[config.mk]
export PLATFORM = sky130hd
export DESIGN_NAME = rgb_white_balance
export DESIGN_NICKNAME = d
export VERILOG_FILES = /design/src/rtl/rgb_wb_pkg.sv /design/src/rtl/rgb_white_balance_mul.sv /design/src/rtl/rgb_white_balance.sv
export SDC_FILE = /design/constraint.sdc
export NUM_CORES = 1
export LEC_CHECK = 0
export BUFFER_PORTS_ARGS = -buffer_cell sky130_fd_sc_hd__buf_2
export CORE_MARGIN = 5
export CORE_UTILIZATION = 45
export DETAILED_ROUTE_END_ITERATION = 6
export PLACE_DENSITY_LB_ADDON = 0.08
export SLEW_MARGIN = 30
export SYNTH_ARGS = -nofsm -noshare
export SYNTH_HDL_FRONTEND = slang
export SYNTH_HIERARCHICAL = 1
export SYNTH_SLANG_ARGS = --single-unit
[constraint.sdc]
create_clock -name clk -period 4.07 [get_ports clk]
set_input_delay 0.407 -clock clk [delete_from_list [all_inputs] [get_ports clk]]
set_output_delay 0.407 -clock clk [all_outputs]
set_load 0.005 [all_outputs]
[src/rtl/rgb_wb_pkg.sv]
// Shared constants for the RGB white-balance stage: register map, packet type
// code and the fixed-point constants used by the per-channel multipliers.
package rgb_wb_pkg;

   localparam logic [2:0] ADDR_CTRL      = 3'd0;
   localparam logic [2:0] ADDR_STATUS    = 3'd1;
   localparam logic [2:0] ADDR_GAIN_R    = 3'd2;
   localparam logic [2:0] ADDR_GAIN_G    = 3'd3;
   localparam logic [2:0] ADDR_GAIN_B    = 3'd4;
   localparam logic [2:0] ADDR_FRAME_CNT = 3'd5;

   localparam logic [3:0] PKT_TYPE_VIDEO = 4'h0;

   localparam int GAIN_ONE = 'h100;
   localparam int ROUND    = 'h80;

endpackage

[src/rtl/rgb_white_balance_mul.sv]
// One colour channel: stage 1 registers pixel*gain plus the rounding constant,
// stage 2 drops the 8 fraction bits and saturates, or passes the raw pixel.
module wb_channel_mul
   import rgb_wb_pkg::*;
#(
   parameter int DW     = 8,
   parameter int GAIN_W = 12
) (
   input  logic              clk,
   input  logic              rst_n,
   input  logic              en_i,
   input  logic              mod_i,
   input  logic [DW-1:0]     pix_i,
   input  logic [GAIN_W-1:0] gain_i,
   output logic [DW-1:0]     pix_o
);

   localparam int PW   = DW + GAIN_W;
   localparam int FRAC = 8;
   localparam int QW   = PW - FRAC;

   logic [PW-1:0] sum_p1_d, sum_p1_q;
   logic [DW-1:0] raw_p1_q;
   logic          mod_p1_q;
   logic [DW-1:0] pix_p2_d, pix_p2_q;

   function automatic logic [DW-1:0] shift_sat(input logic [PW-1:0] sum);
      logic [QW-1:0] q;
      q = sum[PW-1:FRAC];
      if (q > QW'((1 << DW) - 1)) begin
         shift_sat = {DW{1'b1}};
      end else begin
         shift_sat = q[DW-1:0];
      end
   endfunction

   assign sum_p1_d = PW'(pix_i) * PW'(gain_i) + PW'(ROUND);
   assign pix_p2_d = mod_p1_q ? shift_sat(sum_p1_q) : raw_p1_q;

   // stage 1 -> stage 2 boundary
   always_ff @(posedge clk or negedge rst_n) begin
      if (!rst_n) begin
         sum_p1_q <= '0;
         raw_p1_q <= '0;
         mod_p1_q <= 1'b0;
         pix_p2_q <= '0;
      end else if (en_i) begin
         sum_p1_q <= sum_p1_d;
         raw_p1_q <= pix_i;
         mod_p1_q <= mod_i;
         pix_p2_q <= pix_p2_d;
      end
   end

   assign pix_o = pix_p2_q;

endmodule

[src/rtl/rgb_white_balance.sv]
// Avalon-ST RGB white balance: per-channel gains applied to video pixel beats,
// gains latched at each video sop, programmed through a small Avalon-MM slave.
module rgb_white_balance
   import rgb_wb_pkg::*;
#(
   parameter int DW     = 8,
   parameter int GAIN_W = 12
) (
   input  logic            clk,
   input  logic            rst_n,
   input  logic [3*DW-1:0] sink_data,
   input  logic            sink_sop,
   input  logic            sink_eop,
   input  logic            sink_valid,
   output logic            sink_ready,
   output logic [3*DW-1:0] source_data,
   output logic            source_sop,
   output logic            source_eop,
   output logic            source_valid,
   input  logic            source_ready,
   input  logic [2:0]      slave_addr,
   input  logic            slave_write,
   input  logic [31:0]     slave_writedata,
   input  logic            slave_read,
   output logic [31:0]     slave_readdata
);

   logic              en, accept, is_video_sop, beat_mod, beat_vid, out_fire, err_clr;
   logic              go_q, bypass_q;
   logic              in_packet_d, in_packet_q, is_video_d, is_video_q;
   logic              byp_act_d, byp_act_q, sop_err_d, sop_err_q;
   logic [GAIN_W-1:0] gain_r_q, gain_g_q, gain_b_q;
   logic [GAIN_W-1:0] act_r_q, act_g_q, act_b_q;
   logic [15:0]       frame_cnt_d, frame_cnt_q;
   logic [31:0]       readdata_d, readdata_q;
   logic              vld_p1_q, sop_p1_q, eop_p1_q, vid_p1_q;
   logic              vld_p2_q, sop_p2_q, eop_p2_q, vid_p2_q;
   logic              unused_wdata;

   assign unused_wdata = ^slave_writedata[31:GAIN_W];

   assign en           = !vld_p2_q || source_ready;
   assign sink_ready   = en && (in_packet_q || go_q);
   assign accept       = sink_valid && sink_ready;
   assign is_video_sop = (sink_data[3:0] == PKT_TYPE_VIDEO);
   // Header beats and beats outside a known video packet are never modified.
   assign beat_mod     = !sink_sop && in_packet_q && is_video_q && !byp_act_q;
   assign beat_vid     = sink_sop ? is_video_sop : (in_packet_q && is_video_q);
   assign out_fire     = vld_p2_q && source_ready;
   assign err_clr      = slave_write && (slave_addr == ADDR_STATUS) && slave_writedata[1];

   always_comb begin
      in_packet_d = in_packet_q;
      is_video_d  = is_video_q;
      byp_act_d   = byp_act_q;
      if (accept) begin
         if (sink_sop) begin
            in_packet_d = !sink_eop;
            is_video_d  = is_video_sop;
            if (is_video_sop) begin
               byp_act_d = bypass_q;
            end
         end else if (sink_eop) begin
            in_packet_d = 1'b0;
         end
      end
   end

   assign sop_err_d   = (sop_err_q && !err_clr) || (accept && sink_sop && in_packet_q);
   assign frame_cnt_d = frame_cnt_q + 16'(out_fire && eop_p2_q && vid_p2_q);

   always_comb begin
      readdata_d = '0;
      case (slave_addr)
         ADDR_CTRL:      readdata_d = {30'd0, bypass_q, go_q};
         ADDR_STATUS:    readdata_d = {30'd0, sop_err_q, in_packet_q};
         ADDR_GAIN_R:    readdata_d = 32'(gain_r_q);
         ADDR_GAIN_G:    readdata_d = 32'(gain_g_q);
         ADDR_GAIN_B:    readdata_d = 32'(gain_b_q);
         ADDR_FRAME_CNT: readdata_d = {16'd0, frame_cnt_q};
         default:        readdata_d = '0;
      endcase
   end

   always_ff @(posedge clk or negedge rst_n) begin
      if (!rst_n) begin
         go_q        <= 1'b0;
         bypass_q    <= 1'b0;
         gain_r_q    <= GAIN_W'(GAIN_ONE);
         gain_g_q    <= GAIN_W'(GAIN_ONE);
         gain_b_q    <= GAIN_W'(GAIN_ONE);
         act_r_q     <= GAIN_W'(GAIN_ONE);
         act_g_q     <= GAIN_W'(GAIN_ONE);
         act_b_q     <= GAIN_W'(GAIN_ONE);
         in_packet_q <= 1'b0;
         is_video_q  <= 1'b0;
         byp_act_q   <= 1'b0;
         sop_err_q   <= 1'b0;
         frame_cnt_q <= '0;
         readdata_q  <= '0;
      end else begin
         in_packet_q <= in_packet_d;
         is_video_q  <= is_video_d;
         byp_act_q   <= byp_act_d;
         sop_err_q   <= sop_err_d;
         frame_cnt_q <= frame_cnt_d;
         // Active gains only move at a video sop, so a frame never mixes gain sets.
         if (accept && sink_sop && is_video_sop) begin
            act_r_q <= gain_r_q;
            act_g_q <= gain_g_q;
            act_b_q <= gain_b_q;
         end
         if (slave_write) begin
            case (slave_addr)
               ADDR_CTRL: begin
                  go_q     <= slave_writedata[0];
                  bypass_q <= slave_writedata[1];
               end
               ADDR_GAIN_R: gain_r_q <= slave_writedata[GAIN_W-1:0];
               ADDR_GAIN_G: gain_g_q <= slave_writedata[GAIN_W-1:0];
               ADDR_GAIN_B: gain_b_q <= slave_writedata[GAIN_W-1:0];
               default: ;
            endcase
         end
         if (slave_read) begin
            readdata_q <= readdata_d;
         end
      end
   end

   // input -> stage 1 -> stage 2 boundaries (control side)
   always_ff @(posedge clk or negedge rst_n) begin
      if (!rst_n) begin
         vld_p1_q <= 1'b0;
         sop_p1_q <= 1'b0;
         eop_p1_q <= 1'b0;
         vid_p1_q <= 1'b0;
         vld_p2_q <= 1'b0;
         sop_p2_q <= 1'b0;
         eop_p2_q <= 1'b0;
         vid_p2_q <= 1'b0;
      end else if (en) begin
         vld_p1_q <= accept;
         sop_p1_q <= accept && sink_sop;
         eop_p1_q <= accept && sink_eop;
         vid_p1_q <= accept && beat_vid;
         vld_p2_q <= vld_p1_q;
         sop_p2_q <= sop_p1_q;
         eop_p2_q <= eop_p1_q;
         vid_p2_q <= vid_p1_q;
      end
   end

   wb_channel_mul #(.DW(DW), .GAIN_W(GAIN_W)) u_mul_r (
      .clk(clk), .rst_n(rst_n), .en_i(en), .mod_i(beat_mod),
      .pix_i(sink_data[3*DW-1:2*DW]), .gain_i(act_r_q), .pix_o(source_data[3*DW-1:2*DW])
   );

   wb_channel_mul #(.DW(DW), .GAIN_W(GAIN_W)) u_mul_g (
      .clk(clk), .rst_n(rst_n), .en_i(en), .mod_i(beat_mod),
      .pix_i(sink_data[2*DW-1:DW]), .gain_i(act_g_q), .pix_o(source_data[2*DW-1:DW])
   );

   wb_channel_mul #(.DW(DW), .GAIN_W(GAIN_W)) u_mul_b (
      .clk(clk), .rst_n(rst_n), .en_i(en), .mod_i(beat_mod),
      .pix_i(sink_data[DW-1:0]), .gain_i(act_b_q), .pix_o(source_data[DW-1:0])
   );

   assign source_valid   = vld_p2_q;
   assign source_sop     = sop_p2_q;
   assign source_eop     = eop_p2_q;
   assign slave_readdata = readdata_q;

endmodule

==> results.toml <==
[timing]
hold_viol = 0
tightest_slew_ns = 0.864
setup_tns_ns = -4.25
slew_headroom = 0.424
final.period_utilization = 1.07
finalSetupViolCount = 29
fmax_mhz = 229
layout_setup_ws_ns = -0.299
skew_ns = 0.0204
drv_slew = 0
grt_setup_unrepaired = "true"
min_period_ns = 4.37
hold_ws_ns = 0.0770

[yosys]
ys_top_cells_by_area = "dfrtp_1, fa_1, ha_1"
synth_edf_count = 0
synth_area_mm2 = 0.0181
ys.flop_type = "dfrtp_1"
ys_ff_latch = 205
ys_seq_area_frac = 0.284
yosysTopAreaCell = "dfrtp_1"
synthXorXnorAreaFrac = 0.0179
syn_inst = 1752
synthArstFlopShare = 1.00
synth_top_family_by_area = "adder cells"
synth_top_area_frac = 0.276
yosys_warnings = 6
yosys.cell_types.count = 89
yosys.area_share.simple = 0.146
synthMuxAreaShare = 0.0837
synth.avg_cell_area_um2 = 10.3
synth_fa_ha_area_frac = 0.291
synth_compound_area_frac = 0.0952

[route]
wl_mm = 46.5
dr.pass1.iters = 4
wire_per_inst_um = 18.1
num_vias = 13398
drt_iter0_drc = 596
antenna_left = 0
via_per_inst = 5.22
drc = 0

[hold_path]
hold_depth = 2
worstHoldPathType = "in2reg"
hp-start = "sink_eop"
hold_end = "in_packet_q"

[placed_design]
dpl_cell_area_mm2 = 0.0204
numPortBuffers = 90
dp_hpwl_mm = 35.1
dp_slack_ns = -0.535
place_congestion = 0.841

[critical_path]
r2r_start = "act_b_q[4]"
crit_path_end_kind = "flip-flop"
arrival_ns = 4.79
reg2reg_to = "u_mul_b/sum_p1_q[15]"
r2r_slack_ns = -0.30
required_ns = 4.49
critPathKind = "reg2reg"
ff2ff_path_depth = 13
critPathMaxFanout = 7
start_kind = "flip-flop"

[power]
peakVddDrop_mv = 0.303
p_clk_frac = 0.191
power.switching_mw = 4.65
p_int_mw = 7.35
leakagePower_nw = 11.4
pwr_density_cell_mw_per_mm2 = 527
pwr-share-comb = 0.562
p_sw_frac = 0.388
seq_power_share = 0.247

[grt]
grt_usage = 0.211
grt_overflow = 0
grt_first_pass_wirelength_mm = 76.5
grt_antenna_before_repair = 0
grt_pass1_vias = 14446
grt_max_degree = 113

[die]
io_pins = 127
die_w_um = 210
row_count = 73
die-area_mm2 = 0.0442
die_h_um = 210
initial_core_util = 0.455
core_area_mm2 = 0.0397

[outcome]
status = "complete, but fails checks"
failed_checks = "setup timing"

[final_layout]
design_area_mm2 = 0.0228
nFillCells = 3480
fin_nets = 2407
area_growth_pct = 26.0
final_layout_size_suffix_gt1_frac = 0.364
n_antenna_cell = 0
utilization = 0.573

[clock_network]
cts_tree = "done"
cts.sinks = 205
cts_root_buf = "clkbuf_16"
path_clk_slew_ns = 0.06
clkLatencyLatePin_ns = 0.56
cts_max_path_buffers = 3
htree_levels = 1
cts_inserted_buffers = 24

[flow_run]
max_cap_violations = 0
-- kinds of logic (layout without fill, tap and decap cells) --
logic type               count (synthesis)  after routing
adder cells (fa/ha/maj)                314            314
AO/OA/AOI/OAI                          236            236
flip-flops                             205            205
buffers and inverters                  350            627
AND/OR/NAND/NOR                        474            474
XOR/XNOR                                37             37
other                                    1             16
multiplexers                           135            135
-- cell type report --
| type | count | area (um2) | area share |
|---|---|---|---|
| clock buffers | 32 | 661 | 0.0290 |
| clock inverters | 12 | 174 | 0.00764 |
| inverters | 265 | 997 | 0.0438 |
| multi-input cells | 1212 | 12700 | 0.558 |
| flip-flops and latches | 205 | 5170 | 0.227 |
| well taps | 525 | 657 | 0.0289 |
| repair buffers | 318 | 2410 | 0.106 |
-- flip-flops by register name, indices dropped and copies added (netlist names), 8 cells and up --
signal,flops
u_mul_b/pix_o,8
u_mul_g/sum_p1_q,12
u_mul_g/pix_o,8
gain_g_q,12
act_r_q,12
u_mul_g/raw_p1_q,8
act_b_q,12
gain_b_q,12
gain_r_q,12
u_mul_b/raw_p1_q,8
u_mul_r/raw_p1_q,8
u_mul_r/sum_p1_q,12
slave_readdata,16
u_mul_b/sum_p1_q,12
u_mul_r/pix_o,8
frame_cnt_q,16
act_g_q,12
-- routing by layer --
layer	vias to the layer above	track usage	wire (um)
li1	6332	-	-
met1	6847	0.295	21700
met2	160	0.361	22900
met3	59	0.0225	1140
met4	0	0.0403	831
met5	-	0	0
-- cells in the final DEF (no fill, tap or decap), types with 18 or more instances in the layout --
master / netlist / layout
inv_1: 263 / 230
clkbuf_16: 0 / 24
buf_2: 8 / 89
ha_4: 0 / 30
o21ai_0: 36 / 29
ha_1: 137 / 103
a21oi_1: 37 / 19
xor2_1: 18 / 18
dfrtp_1: 199 / 175
nand2_1: 131 / 115
buf_4: 18 / 172
buf_6: 4 / 52
mux2_2: 115 / 105
fa_1: 177 / 166
and2_1: 207 / 151
and2_4: 0 / 57
dfrtp_2: 0 / 24
nor2_1: 24 / 19
o221ai_1: 37 / 36
inv_2: 0 / 33
-- per-stage QoR --
step | power [mW] | cells
3_5_place_dp | 8.40 | 2469
5_1_grt | 13.0 | 2569
2_1_floorplan | 6.64 | 1767
4_1_cts | 11.5 | 2548
3_3_place_gp | 8.37 | 2469
6_report | 12.0 | 2569
-- worst max-delay path, stage by stage, from the launching register on --
cell and delay, ns:
dfrtp_2 0.48, and2_4 0.19, fa_1 0.50, fa_1 0.46, fa_1 0.52, inv_2 0.04, fa_1 0.52, inv_2 0.05
ha_4 0.21, a21o_1 0.18, a211o_1 0.32, a221o_2 0.37, xor2_1 0.17, mux2_4 0.25
-- power groups by stage --
| stage | Combinational (mW) | Sequential, mW | Clock, mW |
|---|---|---|---|
| floorplan | 3.81 | 2.82 | 0 |
| global placement | 5.39 | 2.98 | 0 |
| detailed placement | 5.41 | 2.99 | 0 |
| CTS | 6.15 | 2.97 | 2.37 |
| global route | 7.51 | 3.02 | 2.43 |
| finish | 6.75 | 2.96 | 2.29 |
-- cells in the mapped netlist (all sizes together) (19+ instances only) --
master / number
o221ai: 37
clkbuf: 53
inv: 263
nand3: 19
and2: 209
a21oi: 41
nand2: 131
ha: 137
mux2: 125
dfrtp: 199
fa: 177
xnor2: 19
o21ai: 49
buf: 32
nor2: 24
-- timing repair --
item / 4_1_cts / 5_1_grt
endpoints found under the setup margin: 36 / 36
endpoints found under the hold margin: 104 / 0
pin swaps: 125 / 108
buffers inserted: 35 / 21
resized for setup: 136 / 145
hold buffers: 1 / 0
-- worst max-delay path by stage --
stage	start	endpoint	slack, ns	depth (start not counted)
2_1_floorplan	sink_data[2]	u_mul_b/sum_p1_q[15]	-0.30	15
3_3_place_gp	sink_data[5]	u_mul_b/sum_p1_q[15]	-0.51	14
3_5_place_dp	sink_data[5]	u_mul_b/sum_p1_q[15]	-0.53	14
4_1_cts	act_b_q[6]	u_mul_b/sum_p1_q[18]	-0.32	12
5_1_grt	act_b_q[2]	u_mul_b/sum_p1_q[15]	-0.41	13
6_report	act_b_q[4]	u_mul_b/sum_p1_q[15]	-0.30	13
(Power assumes the default switching activity.)
